## config.mk

```make
export PLATFORM = sky130hd
export DESIGN_NAME = mem_port_arbiter
export DESIGN_NICKNAME = d
export VERILOG_FILES = /design/src/rtl/mem_port_arbiter.sv
export SDC_FILE = /design/constraint.sdc
export NUM_CORES = 1
export LEC_CHECK = 0
export ABC_AREA = 1
export CAP_MARGIN = 20
export CORE_ASPECT_RATIO = 1.1
export CORE_MARGIN = 2
export CORE_UTILIZATION = 48
export CTS_BUF_LIST = sky130_fd_sc_hd__clkbuf_16
export CTS_CLUSTER_DIAMETER = 120
export DETAILED_ROUTE_END_ITERATION = 7
export PLACE_DENSITY = 0.85
export SYNTH_ARGS = -nofsm -noshare
export SYNTH_HDL_FRONTEND = slang
export SYNTH_SLANG_ARGS = --single-unit
```

## constraint.sdc

```tcl
create_clock -name clock -period 3.4 [get_ports clock]
set_clock_uncertainty 0.15 [all_clocks]
set_input_delay 0.34 -clock clock [delete_from_list [all_inputs] [get_ports clock]]
set_output_delay 0.34 -clock clock [all_outputs]
set_load 0.02 [all_outputs]
```

## src/rtl/mem_port_arbiter.sv

```systemverilog
// Arbitrates a single-ported memory between instruction fetch (IF) and data memory (DM) ports.
// Optional wait-cycle performance counters are enabled by defining MEM_ARB_PERF_EN.
module mem_port_arbiter #(
    parameter int ADDR_W     = 12,
    parameter int DATA_W     = 32,
    parameter int STARVE_MAX = 4,
    parameter int TIMEOUT    = 255
) (
    input  logic              clock,
    input  logic              reset_n,
    input  logic              if_req,
    input  logic [ADDR_W-1:0] if_addr,
    output logic [DATA_W-1:0] if_rdata,
    output logic              if_ack,
    input  logic              dm_req,
    input  logic              dm_we,
    input  logic [ADDR_W-1:0] dm_addr,
    input  logic [DATA_W-1:0] dm_wdata,
    input  logic [3:0]        dm_be,
    output logic [DATA_W-1:0] dm_rdata,
    output logic              dm_ack,
    output logic              mem_req,
    output logic              mem_we,
    output logic [ADDR_W-1:0] mem_addr,
    output logic [DATA_W-1:0] mem_wdata,
    output logic [3:0]        mem_be,
    input  logic              mem_gnt,
    input  logic              mem_rvalid,
    input  logic [DATA_W-1:0] mem_rdata,
    output logic              busy,
    output logic              err
`ifdef MEM_ARB_PERF_EN
    ,
    output logic [31:0]       if_wait_cycles,
    output logic [31:0]       dm_wait_cycles
`endif
);

    typedef enum logic [1:0] {
        S_IDLE  = 2'd0,
        S_ISSUE = 2'd1,
        S_WAIT  = 2'd2,
        S_RESP  = 2'd3
    } state_t;

    localparam logic [7:0] C_STARVE_MAX   = 8'(STARVE_MAX);
    localparam logic [7:0] C_TIMEOUT_LAST = 8'(TIMEOUT - 1);

    state_t            r_state;
    logic              r_owner_dm;
    logic [7:0]        r_starve_cnt;
    logic [7:0]        r_wait_cnt;
    logic              r_if_ack;
    logic              r_dm_ack;
    logic              r_err;
    logic              r_busy;
    logic [DATA_W-1:0] r_if_rdata;
    logic [DATA_W-1:0] r_dm_rdata;
    logic              r_mem_req;
    logic              r_mem_we;
    logic [ADDR_W-1:0] r_mem_addr;
    logic [DATA_W-1:0] r_mem_wdata;
    logic [3:0]        r_mem_be;

    logic              w_grant_if;
    logic              w_grant_dm;

    // DM has priority unless IF has lost STARVE_MAX arbitrations in a row
    always_comb begin
        w_grant_if = 1'b0;
        w_grant_dm = 1'b0;
        if (if_req && (!dm_req || (r_starve_cnt == C_STARVE_MAX))) begin
            w_grant_if = 1'b1;
        end else if (dm_req) begin
            w_grant_dm = 1'b1;
        end else begin
            w_grant_if = 1'b0;
            w_grant_dm = 1'b0;
        end
    end

    // Transaction sequencer with registered memory command, acks and read data
    always_ff @(posedge clock or negedge reset_n) begin
        if (!reset_n) begin
            r_state      <= S_IDLE;
            r_owner_dm   <= 1'b0;
            r_starve_cnt <= 8'd0;
            r_wait_cnt   <= 8'd0;
            r_if_ack     <= 1'b0;
            r_dm_ack     <= 1'b0;
            r_err        <= 1'b0;
            r_busy       <= 1'b0;
            r_if_rdata   <= {DATA_W{1'b0}};
            r_dm_rdata   <= {DATA_W{1'b0}};
            r_mem_req    <= 1'b0;
            r_mem_we     <= 1'b0;
            r_mem_addr   <= {ADDR_W{1'b0}};
            r_mem_wdata  <= {DATA_W{1'b0}};
            r_mem_be     <= 4'h0;
        end else begin
            case (r_state)
                S_IDLE: begin
                    if (w_grant_if || w_grant_dm) begin
                        r_state    <= S_ISSUE;
                        r_busy     <= 1'b1;
                        r_mem_req  <= 1'b1;
                        r_owner_dm <= w_grant_dm;
                        if (w_grant_dm) begin
                            r_mem_we    <= dm_we;
                            r_mem_addr  <= dm_addr;
                            r_mem_wdata <= dm_wdata;
                            r_mem_be    <= dm_be;
                            if (if_req && (r_starve_cnt < C_STARVE_MAX)) begin
                                r_starve_cnt <= r_starve_cnt + 8'd1;
                            end
                        end else begin
                            r_mem_we     <= 1'b0;
                            r_mem_addr   <= if_addr;
                            r_mem_wdata  <= {DATA_W{1'b0}};
                            r_mem_be     <= 4'hF;
                            r_starve_cnt <= 8'd0;
                        end
                    end else begin
                        r_state <= S_IDLE;
                    end
                end
                S_ISSUE: begin
                    if (mem_gnt) begin
                        r_state    <= S_WAIT;
                        r_mem_req  <= 1'b0;
                        r_wait_cnt <= 8'd0;
                    end else begin
                        r_state <= S_ISSUE;
                    end
                end
                S_WAIT: begin
                    if (mem_rvalid) begin
                        r_state  <= S_RESP;
                        r_err    <= 1'b0;
                        r_if_ack <= !r_owner_dm;
                        r_dm_ack <= r_owner_dm;
                        if (r_owner_dm) begin
                            r_dm_rdata <= mem_rdata;
                        end else begin
                            r_if_rdata <= mem_rdata;
                        end
                    end else if (r_wait_cnt == C_TIMEOUT_LAST) begin
                        r_state  <= S_RESP;
                        r_err    <= 1'b1;
                        r_if_ack <= !r_owner_dm;
                        r_dm_ack <= r_owner_dm;
                        if (r_owner_dm) begin
                            r_dm_rdata <= {DATA_W{1'b0}};
                        end else begin
                            r_if_rdata <= {DATA_W{1'b0}};
                        end
                    end else begin
                        r_wait_cnt <= r_wait_cnt + 8'd1;
                    end
                end
                S_RESP: begin
                    r_state  <= S_IDLE;
                    r_if_ack <= 1'b0;
                    r_dm_ack <= 1'b0;
                    r_err    <= 1'b0;
                    r_busy   <= 1'b0;
                end
                default: begin
                    r_state   <= S_IDLE;
                    r_if_ack  <= 1'b0;
                    r_dm_ack  <= 1'b0;
                    r_err     <= 1'b0;
                    r_busy    <= 1'b0;
                    r_mem_req <= 1'b0;
                end
            endcase
        end
    end

    assign if_rdata  = r_if_rdata;
    assign if_ack    = r_if_ack;
    assign dm_rdata  = r_dm_rdata;
    assign dm_ack    = r_dm_ack;
    assign mem_req   = r_mem_req;
    assign mem_we    = r_mem_we;
    assign mem_addr  = r_mem_addr;
    assign mem_wdata = r_mem_wdata;
    assign mem_be    = r_mem_be;
    assign busy      = r_busy;
    assign err       = r_err;

`ifdef MEM_ARB_PERF_EN
    logic [31:0] r_if_wait_cycles;
    logic [31:0] r_dm_wait_cycles;

    // Saturating count of cycles each requester spends stalled
    always_ff @(posedge clock or negedge reset_n) begin
        if (!reset_n) begin
            r_if_wait_cycles <= 32'd0;
            r_dm_wait_cycles <= 32'd0;
        end else begin
            if (if_req && !r_if_ack && (r_if_wait_cycles != 32'hFFFF_FFFF)) begin
                r_if_wait_cycles <= r_if_wait_cycles + 32'd1;
            end
            if (dm_req && !r_dm_ack && (r_dm_wait_cycles != 32'hFFFF_FFFF)) begin
                r_dm_wait_cycles <= r_dm_wait_cycles + 32'd1;
            end
        end
    end

    assign if_wait_cycles = r_if_wait_cycles;
    assign dm_wait_cycles = r_dm_wait_cycles;
`endif

endmodule

```

Yosys cells after proc, flatten, opt, wreduce, memory -nomap -nowiden
Index checks and enable logic that the tools add are counted.

word-level totals
  logic and storage cells = 89
  latch bits = 0
  bits of input ports = 99
  memories kept = 0
  ROM bits = 0
  RAM bits = 0
  register bits = 137

operators by class
  divide/modulo/power cells = 0
  $lt $le $gt $ge = 1
  add/subtract/negate cells = 2
  reduce and logical (&&, ||, !) cells = 20
  shifts and indexed selects = 0
  equality and inequality tests = 11
  bitwise logic cells = 1
  multiplexer cells = 39
  multipliers = 0

operators with widths
  operator               count
  $mux W32               9
  $mux W8                5
  $add A8 B1 Y8 const B  2
  $pmux W8 S2            1
  $mux W1                13
  $mux W12               1
  $reduce_and A3 Y1      4
  $pmux W1 S2            5
  $reduce_bool A2 Y1     5
  $eq A8 B3 Y1 const B   1
  $eq A8 B8 Y1 const B   1
  $lt A8 B3 Y1 const B   1
  $ne A2 B2 Y1 const B   4
  $pmux W2 S4            1
  $mux W2                3
  $reduce_and A2 Y1      3
  $eq A2 B2 Y1 const B   2
  $mux W4                1
  $reduce_and A4 Y1      1
  $ne A3 B3 Y1 const B   1
  $eq A2 B1 Y1 const B   1
  $logic_and A1 B1 Y1    2
  $logic_not A1 Y1       2
  $logic_not A2 Y1       1
  3 further kinds        4

Depth between registers and ports, before layout
  depth after elaboration = 7
  depth in mapped cells = 10
  mapped depth without buffers = 9

Worst setup path after synthesis
No wires, ideal clock.

  path kind = register to register
  start point = reg r_starve_cnt[0]
  end point = reg r_mem_wdata[21] (netlist: mem_wdata[21])
  setup slack = 1.785 ns
  buffers on the path = 1
  data required time = 3.134 ns
  cell stages (with the launch flop) = 11
  arrival time = 1.349 ns
  clock period less this slack = 1.615 ns
  cell sequence = dfrtp_1 -> inv_1 -> ha_1 -> nand3_1 -> nor2_1 -> nand2_1 -> nand2_2 -> inv_2 -> buf_2 -> nand2_1 -> nand2_1

between the ends
  longest elaborated chain between the ends = 6
  elaborated cells between the ends (all ways) = 8

ends and longest elaborated chain
  item                         RTL line  source
  start, declared              51        logic [7:0] r_starve_cnt;
  start signal, assigned       114       r_starve_cnt <= r_starve_cnt + 8'd1;
  $eq A8 B3 Y1 (*)             72        if (if_req && (!dm_req || (r_starve_cnt == C_STARVE_MAX))) begin
  $logic_or A1 B1 Y1 (*)       72
  $logic_and A1 B1 Y1 (*)      72
  $mux W1                      72
  $logic_or A1 B1 Y1           103       if (w_grant_if || w_grant_dm) begin
  $reduce_and A2 Y1 (no line)  --
  end signal, assigned         98        r_mem_wdata <= {DATA_W{1'b0}};
  end signal, assigned         111       r_mem_wdata <= dm_wdata;
  end signal, assigned         119       r_mem_wdata <= {DATA_W{1'b0}};
  end, declared                62        logic [DATA_W-1:0] r_mem_wdata;

Every way passes the cells marked *; elsewhere a longest branch is shown, timed or not.
A chain may end at the register's enable or synchronous reset.

Worst setup path in the final report
  start point = reg r_starve_cnt[0]
  end point = reg r_mem_we (netlist: mem_we)

between the ends
  longest elaborated chain between the ends = 6
  elaborated cells between the ends (all ways) = 8

ends and longest elaborated chain
  item                         RTL line  source
  $eq A8 B3 Y1 (*)             72
  $logic_or A1 B1 Y1 (*)       72
  $logic_and A1 B1 Y1 (*)      72
  $mux W1                      72
  $logic_or A1 B1 Y1           103
  $reduce_and A2 Y1 (no line)  --
  end signal, assigned         109       r_mem_we <= dm_we;
  end, declared                60        logic r_mem_we;

Marks and branches as above.

==> metrics <==
fin. max-slew vios 0; Final nets between 900 and 1000; Final Util 72.4%; Clk pwr share between 20% and 30%; dpl cells ~1000; Req. time, crit path about 3.6 ns; CTS clock-pin slew for the worst setup and hold paths 0.06 ns; post-CTS setup buffers 0; I/O Pins 217; status finished clean; Async SR Flop Fraction 100%; crit end category register; Setup-failing EPs final 0; wire length per cell 15.8 um; drt total wl 16.8 mm; Internal 4.97 mW; Syn Std Cell Area 0.00602 mm^2; DPL Wire Length 11.3 mm; DR iter-0 viols just under 400; die width 111 um; total track usage 25.3%; largest area contributor in the netlist dfrtp_1; Yosys top cell area share 57.0%; dpl cell area just over 0.008 mm^2; fin crit period 2.33 ns; Net Switching 3.29 mW; number of remaining DRC errors 0; site row count 42; Seq pwr share 33.1%; max_slew headroom 43.8%; Setup crit start kind register; die area about 0.013 mm^2; Setup crit start r_starve_cnt[0]$_DFFE_PN0P_; Initial Utilization 49.6%; PortBufs 216; final period utilization about two thirds; share of layout cells above drive strength 1 6.50%; fmax 430 MHz; post-route ant nets 0; crit path cell chain inv_1 > ha_1 > nand3_1 > nor2_1 > nand2_1 > nand2_2 > inv_2 > nand2_1 > nand2_1; grt total ovfl 0; non-filler cells, final 1061; RSZ-0062 raised after global routing false; Post-Syn Instances around 690; Placement Setup Slack 1.07 ns; R2R depth 9; flop2flop setup slack ~1.1 ns; area delta synth->final 46.1%; Sequential Area about 0.0034 mm^2; power per cell area 940 mW/mm^2; first-pass GRT wire length 27.0 mm; worst skew pair latency 0.42 ns; TritonCTS buffer count 17; Top FF cell, synth dfrtp_1; Worst Slack Setup Final 1.07 ns; Sink Count 137; Max Cap Viol 0; worst r2r src r_starve_cnt[0]$_DFFE_PN0P_; Syn Nets 794; Filler cells 918; Leak 4.35 nW; Placer Congestion slightly above 0.8; Tightest Pin Transition 0.841 ns; Final Hold Viols 0; Root Driver clkbuf_16; slowest stage cell, crit path inv_2; largest net degree at the start of global routing 85; multi-input logic area 0.00216 mm^2; worst hold-check path type primary input to register; Mean Syn Cell Area a little under 9 um^2; Synth Warn # 0; synthesized flop and latch total 137; Core ar. 0.0121 mm^2; iteration count of the initial detailed-routing pass 5; Worst path max stage delay 0.45 ns; CP most frequent cell nand2_1; Worst R2R End mem_we$_DFFE_PN0P_; Critical Path End mem_we$_DFFE_PN0P_; Sw Ratio 39.9%; antenna fix cells 0; WP data arrival 2.53 ns; antenna violations before repair 0; Gate power share 45.1%; sequential element share of the synthesized area 57.0%; die height 121 um; Max Fanout on Critical Path 33; Setup CP Type register to register; Synth area leaders dfrtp_1 (57%), nand2_1 (19%), nand4_1 (7.1%); Post-synth EDFFs 0; Synth cell types 30; vias in the first global route between 5000 and 6000; peak supply drop 0.512 mV; final setup TNS 0 ns; vias per inst 5.23; Design Area, Final 0.00879 mm^2; Via Count 5554; # H-tree levels 4; CTS max path bufs 2; CTS tree yes
## per-layer routing
| metal | routed length (um) | track usage (%) |
|---|---|---|
| met4 | 386 | 8.67 |
| met5 | 0 | 0 |
| met1 | 6760 | 30.8 |
| met3 | 1580 | 9.09 |
| met2 | 8030 | 42.0 |
## worst max-delay path, delay by kind of cell (launching register included)
kind	cells	cell delay (ns)
adder cells (fa/ha/maj)	1	0.20
buffers and inverters	2	0.52
flip-flops	1	0.38
AND/OR/NAND/NOR	6	1.00
## layout make-up
type / count / share of cell area [%]
Clock buffer: 17 / 4.84
Clock inverter: 15 / 1.75
Tap cell: 154 / 2.19
Multi-Input combinational cell: 462 / 24.6
Inverter: 51 / 2.18
Timing Repair Buffer: 225 / 25.5
Sequential cell: 137 / 39.0
## worst min-delay path by stage
stage                    start                        to  slack [ns]  depth (start not counted)
floorplan              reset_n                 async pin       -0.11                          0
global placement       reset_n  if_rdata[11]$_DFFE_PN0P_        0.28                          1
detailed placement     reset_n  if_rdata[11]$_DFFE_PN0P_        0.30                          1
CTS                 mem_rvalid           err$_DFFE_PN0P_        0.03                          2
global route        mem_rvalid           err$_DFFE_PN0P_        0.04                          2
finish              mem_rvalid           err$_DFFE_PN0P_        0.04                          2
## power by group through the flow
stage | clock [mW] | combinational, mW | sequential [mW]
floorplan | 0 | 1.23 | 3.47
global placement | 0 | 3.67 | 2.72
detailed placement | 0 | 3.75 | 2.73
CTS | 1.82 | 3.77 | 2.73
global route | 1.91 | 4.02 | 2.82
finish | 1.80 | 3.73 | 2.74
## kinds of logic after synthesis
| kind of cell | Yosys count | synth area share (%) |
|---|---|---|
| compound gates | 24 | 2.37 |
| xor+xnor | 4 | 0.582 |
| fa+ha+maj | 4 | 0.832 |
| buf+inv | 92 | 7.13 |
| flops | 137 | 57.0 |
| simple gates | 430 | 32.1 |
## state kept, by name, summed over array words and instances, names as in the netlist, named ones only
| register | cells |
|---|---|
| dm_rdata | 32 |
| if_rdata | 32 |
| mem_wdata | 32 |
| mem_addr | 12 |
| r_starve_cnt | 8 |
| r_wait_cnt | 8 |
| mem_be | 4 |
| busy | 1 |
| dm_ack | 1 |
| err | 1 |
| if_ack | 1 |
| mem_req | 1 |
| mem_we | 1 |
| r_owner_dm | 1 |
| r_state | 1 |
## metrics by stage
| step | power [mW] | hold WS [ns] |
|---|---|---|
| after CTS | 8.32 | 0.0321 |
| after global routing | 8.76 | 0.0383 |
| after global placement | 6.39 | 0.285 |
| after floorplan | 4.71 | -0.106 |
| after detailed placement | 6.48 | 0.295 |
| final | 8.26 | 0.0385 |
## Yosys cell counts, types with 4 or more instances
library cell	n
o22ai_1	4
o21ai_1	8
a21boi_0	4
buf_6	7
inv_2	6
nor2_1	8
nand3_1	36
nand4_1	68
inv_1	44
buf_2	10
clkbuf_1	16
dfrtp_1	137
ha_1	4
buf_4	5
o21ai_0	4
nand2_1	304
## cells in the final DEF, fill, tap and decap left out, types with 3 or more instances in the layout
master	n
a21boi_0	4
buf_4	7
clkbuf_16	17
clkdlybuf4s50_1	214
clkinv_4	3
clkinvlp_4	5
dfrtp_1	137
ha_1	4
inv_1	45
inv_2	6
nand2_1	304
nand2_2	3
nand3_1	36
nand4_1	68
nor2_1	8
nor2_4	3
o21ai_0	4
o21ai_1	8
o21bai_1	3
o22ai_1	4
xor2_1	3
## what timing repair did
item | 4_1_cts | 5_1_grt
hold endpoints to repair | 83 | 0
resized for setup | 0 | 0
hold buffers | 1 | 0
Note: power is estimated with default switching activity, not from simulation.
